`config.mk`:
```
export PLATFORM = sky130hd
export DESIGN_NAME = joystick_conditioner
export DESIGN_NICKNAME = d
export VERILOG_FILES = /design/src/rtl/joystick_conditioner.sv
export SDC_FILE = /design/constraint.sdc
export NUM_CORES = 1
export LEC_CHECK = 0
export CAP_MARGIN = 10
export CORE_UTILIZATION = 65
export CTS_BUF_LIST = sky130_fd_sc_hd__clkbuf_8
export DETAILED_ROUTE_END_ITERATION = 8
export HOLD_SLACK_MARGIN = 0.08
export PLACE_DENSITY = 0.86
export SLEW_MARGIN = 20
export SYNTH_ARGS = -nofsm -noshare
export SYNTH_HDL_FRONTEND = slang
export SYNTH_SLANG_ARGS = --single-unit
```
`constraint.sdc`:
```
create_clock -name clk -period 5.15 [get_ports clk]
set_clock_uncertainty 0.2 [all_clocks]
set_input_delay 1.545 -clock clk [delete_from_list [all_inputs] [get_ports clk]]
set_output_delay 1.545 -clock clk [all_outputs]
set_load 0.01 [all_outputs]
```
`src/rtl/joystick_conditioner.sv`:
```
// Button conditioner: synchronise, debounce, per-frame snapshot, press/release/auto-repeat pulses.
// Optional auto-repeat is built only when JOY_AUTOREPEAT_EN is defined; otherwise btn_repeat is zero.
module joystick_conditioner #(
    parameter int unsigned NUM_BTN         = 3,
    parameter int unsigned DEBOUNCE_CYCLES = 250000,
    parameter int unsigned CNT_W           = 18,
    parameter int unsigned REPEAT_DELAY    = 16,
    parameter int unsigned REPEAT_RATE     = 4
) (
    input  logic               clk,
    input  logic               reset_n,
    input  logic               vsync,
    input  logic [NUM_BTN-1:0] btn_raw,
    output logic [NUM_BTN-1:0] btn_level,
    output logic [NUM_BTN-1:0] btn_frame,
    output logic               frame_strobe,
    output logic [NUM_BTN-1:0] btn_press,
    output logic [NUM_BTN-1:0] btn_release,
    output logic [NUM_BTN-1:0] btn_repeat
);

    localparam logic [CNT_W-1:0] CNT_LAST = CNT_W'(DEBOUNCE_CYCLES - 1);

    if (DEBOUNCE_CYCLES < 1 || REPEAT_DELAY < 1 || REPEAT_RATE < 1 ||
        (64'(DEBOUNCE_CYCLES - 1) >> CNT_W) != 64'd0) begin : g_param_check
        $error("joystick_conditioner: illegal parameter combination");
    end

    logic [NUM_BTN-1:0] raw_meta_q, raw_sync_q;
    logic               vs_meta_q, vs_sync_q, vs_prev_q;
    logic               vs_rise;

    // Two-flop synchronisers plus vsync edge history
    always_ff @(posedge clk or negedge reset_n) begin
        if (!reset_n) begin
            raw_meta_q <= '0;
            raw_sync_q <= '0;
            vs_meta_q  <= 1'b0;
            vs_sync_q  <= 1'b0;
            vs_prev_q  <= 1'b0;
        end else begin
            raw_meta_q <= btn_raw;
            raw_sync_q <= raw_meta_q;
            vs_meta_q  <= vsync;
            vs_sync_q  <= vs_meta_q;
            vs_prev_q  <= vs_sync_q;
        end
    end

    assign vs_rise = vs_sync_q & ~vs_prev_q;

    logic [CNT_W-1:0]   cnt_q [NUM_BTN];
    logic [CNT_W-1:0]   cnt_d [NUM_BTN];
    logic [NUM_BTN-1:0] level_q, level_d;
    logic [NUM_BTN-1:0] frame_q, press_q, release_q;
    logic               strobe_q;

    // Accept a new level only after it has been stable for DEBOUNCE_CYCLES samples
    always_comb begin
        level_d = level_q;
        for (int i = 0; i < NUM_BTN; i++) begin
            cnt_d[i] = '0;
            if (raw_sync_q[i] != level_q[i]) begin
                if (cnt_q[i] == CNT_LAST) begin
                    level_d[i] = raw_sync_q[i];
                end else begin
                    cnt_d[i] = cnt_q[i] + CNT_W'(1);
                end
            end
        end
    end

    always_ff @(posedge clk or negedge reset_n) begin
        if (!reset_n) begin
            for (int i = 0; i < NUM_BTN; i++) begin
                cnt_q[i] <= '0;
            end
            level_q   <= '0;
            frame_q   <= '0;
            press_q   <= '0;
            release_q <= '0;
            strobe_q  <= 1'b0;
        end else begin
            for (int i = 0; i < NUM_BTN; i++) begin
                cnt_q[i] <= cnt_d[i];
            end
            level_q   <= level_d;
            press_q   <= level_d & ~level_q;
            release_q <= ~level_d & level_q;
            strobe_q  <= vs_rise;
            // Snapshot takes the pre-update level when both change on one edge
            if (vs_rise) begin
                frame_q <= level_q;
            end
        end
    end

    assign btn_level    = level_q;
    assign btn_frame    = frame_q;
    assign frame_strobe = strobe_q;
    assign btn_press    = press_q;
    assign btn_release  = release_q;

`ifdef JOY_AUTOREPEAT_EN
    localparam int unsigned FCNT_W = 8;
    localparam logic [FCNT_W-1:0] DELAY_LAST = FCNT_W'(REPEAT_DELAY - 1);
    localparam logic [FCNT_W-1:0] RATE_LAST  = FCNT_W'(REPEAT_RATE - 1);

    typedef enum logic [1:0] {
        RPT_IDLE   = 2'd0,
        RPT_DELAY  = 2'd1,
        RPT_REPEAT = 2'd2
    } rpt_state_e;

    rpt_state_e         state_q [NUM_BTN];
    rpt_state_e         state_d [NUM_BTN];
    logic [FCNT_W-1:0]  fcnt_q  [NUM_BTN];
    logic [FCNT_W-1:0]  fcnt_d  [NUM_BTN];
    logic [NUM_BTN-1:0] repeat_q, repeat_d;

    always_ff @(posedge clk or negedge reset_n) begin
        if (!reset_n) begin
            for (int i = 0; i < NUM_BTN; i++) begin
                state_q[i] <= RPT_IDLE;
                fcnt_q[i]  <= '0;
            end
            repeat_q <= '0;
        end else begin
            for (int i = 0; i < NUM_BTN; i++) begin
                state_q[i] <= state_d[i];
                fcnt_q[i]  <= fcnt_d[i];
            end
            repeat_q <= repeat_d;
        end
    end

    // Release (next level low) wins over a coincident frame edge
    always_comb begin
        repeat_d = '0;
        for (int i = 0; i < NUM_BTN; i++) begin
            state_d[i] = state_q[i];
            fcnt_d[i]  = fcnt_q[i];
            if (!level_d[i]) begin
                state_d[i] = RPT_IDLE;
                fcnt_d[i]  = '0;
            end else begin
                case (state_q[i])
                    RPT_IDLE: begin
                        if (!level_q[i]) begin
                            state_d[i] = RPT_DELAY;
                            fcnt_d[i]  = '0;
                        end
                    end
                    RPT_DELAY: begin
                        if (vs_rise) begin
                            if (fcnt_q[i] == DELAY_LAST) begin
                                repeat_d[i] = 1'b1;
                                state_d[i]  = RPT_REPEAT;
                                fcnt_d[i]   = '0;
                            end else begin
                                fcnt_d[i] = fcnt_q[i] + FCNT_W'(1);
                            end
                        end
                    end
                    RPT_REPEAT: begin
                        if (vs_rise) begin
                            if (fcnt_q[i] == RATE_LAST) begin
                                repeat_d[i] = 1'b1;
                                fcnt_d[i]   = '0;
                            end else begin
                                fcnt_d[i] = fcnt_q[i] + FCNT_W'(1);
                            end
                        end
                    end
                    default: begin
                        state_d[i] = RPT_IDLE;
                        fcnt_d[i]  = '0;
                    end
                endcase
            end
        end
    end

    assign btn_repeat = repeat_q;
`else
    assign btn_repeat = '0;
`endif

endmodule

```
# After elaboration in Yosys (flattened, before gate mapping)
# Cells that the tools add are included.
totals:
  regBits: 76
  in_bits: 6
op_classes:
  addsub: 3
  n_eq_ne: 6
  muxes: 12
  n_bitwise: 6
op_table:
  columns: ["operator", "n"]
  rows:
  - ["two-way mux 18 bit", 6]
  - ["adder 18 x 1 -> 18 bit (second input constant)", 3]
  - ["equality test 18 bit (second input constant)", 3]
  - ["AND 3 bit", 2]
  - ["two-way mux 1 bit", 6]
  - ["NOT 3 bit", 2]
  - ["!= test 1 bit", 3]
  - ["AND 1 bit", 1]
  - ["NOT 1 bit", 1]

# Longest topological paths before layout
depth:
  depth_word: 5
  mapped_depth: 6

# Worst setup path before layout
# OpenSTA, ideal clock, no wires.
synth_timing:
  path_type: "flip-flop to flip-flop"
  from: "reg cnt_q[40] (netlist name)"
  to: "reg level_q[0] (netlist: btn_level[0])"
  setup_ps: 125
  arrival_time_ps: 1977
  required_ps: 4825
  setup_slack_ps: 2848
  stages_incl_launch_ff: 5
  period_less_slack_ps: 2302
  cell_sequence: "dfrtp_1 > or4b_1 > or4_4 > or2_4 > mux2_4"
synth_between:
  elab_chain_len: 3
synth_lines:
  columns: ["item", "line", "rtl"]
  rows:
  - ["start: declaration", "52", "logic [CNT_W-1:0] cnt_q [NUM_BTN];"]
  - ["start signal: indexed assignment", "85", "cnt_q[i] <= cnt_d[i];"]
  - ["equality test 18 bit", "64", "if (cnt_q[i] == CNT_LAST) begin"]
  - ["two-way mux 1 bit", "64", null]
  - ["two-way mux 1 bit", "63", "if (raw_sync_q[i] != level_q[i]) begin"]
  - ["via level_d[0]", "54", "logic [NUM_BTN-1:0] level_q, level_d;"]
  - ["end signal: assignment", "87", "level_q <= level_d;"]
  - ["end: declaration", "54", null]
# The timed path passes the listed nets, and every way through them passes these cells.
# A chain may end at the register's enable or synchronous reset.

# Final worst setup path
layout_timing:
  from: "reg level_q[0] (netlist: btn_level[0])"
  to: "out btn_level[0]"
layout_lines:
  columns: ["item", "line", "rtl"]
  rows:
  - ["end: declaration", "14", "output logic [NUM_BTN-1:0] btn_level,"]
# No word-level cell between the ends.

==> results.cfg <==
[layout]
antenna-diode-count = 0
final_layout_size_suffix_gt1_share_pct = 9.57
sequential_cell_area_sq_mm = 0.00190
multi_input_area_sq_mm = 0.00147
fin_util_pct = 75.3
nets = 349
area.growth.synth_to_final_pct = 11.9
final_cell_area_sq_mm = 0.00384
fill_cells = 367

[logic_synthesis]
synthesis.area_sq_mm = 0.00344
edff_count_synth = 0
synthArstFlopShare_pct = 100
synthesis.yosys.warnings = 0
synth_top_cell_by_area = dfrtp_1
avgSynthCellArea_sq_um = 10.9
synth_flop_cell = dfrtp_1
synthDominantCellAreaShare_pct = 55.3
post-synth-top-count-cell = dfrtp_1
post_synth_inst_count = 315
synthTopCellsByCount = 76 x dfrtp_1, 39 x nor2_1, 22 x xor2_1, 18 x nand3_1, 17 x nand4_1
yosys_register_bits = 76
synth_seq_area_share_pct = 55.3
ys_top_cells_by_area = dfrtp_1 55%, xor2_1 5.6%, nor2_1 4.3%, xnor2_1 3.6%, nand4_1 3.1%
post_synth_num_cell_types = 38

[worst_setup_path]
critPathSlowestCell = clkdlybuf4s50_1
worstReg2RegEnd = cnt_q[38]$_DFF_PN0_
slowest_delay_ns = 0.59
ff2ff_setup_slack_ns = 2.60
worst_r2r_startpoint = cnt_q[40]$_DFF_PN0_
setup.worst_path.start_class = register
crit_fanout = 6
worst-endpoint-arrival_ns = 1.41
r2r.worst_path.cells = 4
cp_num_buf_inv = 1
worst_setup_path_end_kind = output pin
path_cells = clkdlybuf4s50_1
critical-path-top-delay-family = buffers and inverters
worst_ep_required_time_ns = 3.41
path_type_of_the_worst_setup_path = register to output pin

[drt]
avgRoutedWirePerCell_um = 15.6
vias_per_inst = 5.96
first_iter_violations = 195
drc = 0
first_pass_iters = 4
routed_wl_um = 6470
via_count = 2474
route.antenna.remaining_nets = 0

[global_routing]
first_global_vias = 2349
grt_use_total_pct = 26.3
grt_max_degree = 77
wire_length_of_the_first_global_routing_pass_um = 10700
grt_antenna_before_repair = 0
grt-ovfl-total = 0

[sta]
hold_slack_ns = 0.153
grt_setup_unrepaired = false
layout_setup_ws_ns = 1.99
layout_worst_path_cycle_share_pct = 61.3
totalNegativeSetupSlack_ns = 0
max_freq_mhz = 317
fin_crit_ns = 3.16
slew_viol_final = 0
setup_viol = 0
worst_tran_pin_value_ns = 0.894
timing.slew.headroom_pct = 40.4
final_hold_viol_count = 0

[cts]
clk_pin_slew_worst_paths_ns = 0.08
insertion_delay_ns = 0.36
h-tree-depth = 3
cts_hold_buffers = 0
tritoncts.num_buffers = 9
setup_fix_buffers_added_after_clock_tree_synthesis = 0
cts.root.buffer_cell = clkbuf_8
clock_sink_count = 76
cts-resized-gates = 0
cts_tree = built
clockBufferDepth = 2

[power]
power.leakage_uw = 0.00161
power_per_cell_area_mw_per_mm2 = 275
ir_drop_mv = 0.209

[floorplan]
floorplan.initialDensity_pct = 67.3
core.rowCount = 26
die-height_um = 74.7
die_area_sq_mm = 0.00558
pin_count = 22
core-area_sq_mm = 0.00511
die_w_um = 74.7

[min_path]
timing.hold.worst_endpoint = raw_sync_q[2]$_DFF_PN0_
timing.hold.worst_path_depth = 0
holdCritStartpoint = raw_meta_q[2]$_DFF_PN0_
min_path_type = register to register

[run_status]
outcome = finished, final reports clean

[placed_design]
globalplace.congestion = 0.805
buffer_ports.inserted = 18
postPlaceCellArea_sq_mm = 0.00367
place_hpwl_um = 4270
preCtsSetupSlack_ns = 2.39

[flow_run]
drv_cap = 0
-- per-stage QoR --
| step | std cells | total power [uW] |
|---|---|---|
| floorplan | 317 | 644 |
| global placement | 399 | 662 |
| detailed placement | 399 | 663 |
| CTS | 415 | 1070 |
| global route | 415 | 1100 |
| finish | 415 | 1060 |
-- cells in the final DEF (no fill, tap or decap), types with 5 or more instances in the layout --
cell	Yosys	final
and3_1	5	5
inv_1	6	7
nand4_1	17	17
or3_1	9	9
nor3b_1	6	6
clkbuf_8	0	9
xor2_1	22	22
nand2_1	14	14
or4_1	8	8
nor2_1	39	39
and4_1	9	9
a21oi_1	14	14
clkdlybuf4s50_1	0	17
dfrtp_1	76	76
xnor2_1	14	14
o21ai_0	9	9
mux2_2	5	5
o31ai_1	5	5
nand3_1	18	18
-- cell families after synthesis --
group                    Yosys count  synth area share, %
AO/OA/AOI/OAI                     33                 6.12
XOR/XNOR                          36                 9.17
adder cells (fa/ha/maj)            3                 1.09
buffers and inverters             13                 2.08
flip-flops                        76                 55.3
multiplexers                       6                 2.07
other                              1                0.109
AND/OR/NAND/NOR                  147                 24.0
-- where the power goes --
group	switching [uW]	internal, uW	leakage [uW]
clock network	231	176	0.0000832
logic	24.1	12.0	0.000493
registers	8.19	606	0.00103
-- final cells by class --
cell class,count,area share (%)
clock inverters,7,1.37
flip-flops and latches,76,49.5
multi-input cells,228,38.3
repair buffers,19,4.82
well taps,70,2.28
clock buffers,9,3.22
inverters,6,0.586
-- worst max path at each step --
stage	start	to	cells after the start
CTS	btn_level[0]$_DFF_PN0_	btn_level[0]	1
detailed placement	btn_level[0]$_DFF_PN0_	btn_level[0]	1
finish	btn_level[0]$_DFF_PN0_	btn_level[0]	1
global placement	btn_level[1]$_DFF_PN0_	btn_level[1]	1
floorplan	cnt_q[40]$_DFF_PN0_	btn_level[0]$_DFF_PN0_	4
global route	btn_level[1]$_DFF_PN0_	btn_level[1]	1
-- sequential cells by signal (all words and copies together) (netlist names), 3 cells and up --
register	flops
btn_frame	3
btn_level	3
btn_press	3
btn_release	3
cnt_q	54
raw_meta_q	3
raw_sync_q	3
-- per-layer routing --
| layer | global-route usage (%) | up-vias | routed length (um) |
|---|---|---|---|
| met1 | 32.8 | 1218 | 2770 |
| met2 | 42.1 | 63 | 3250 |
| met4 | 9.43 | 0 | 136 |
| met5 | 0 | - | 0 |
| li1 | - | 1179 | - |
| met3 | 10.0 | 14 | 308 |
(Power assumes the default switching activity.)
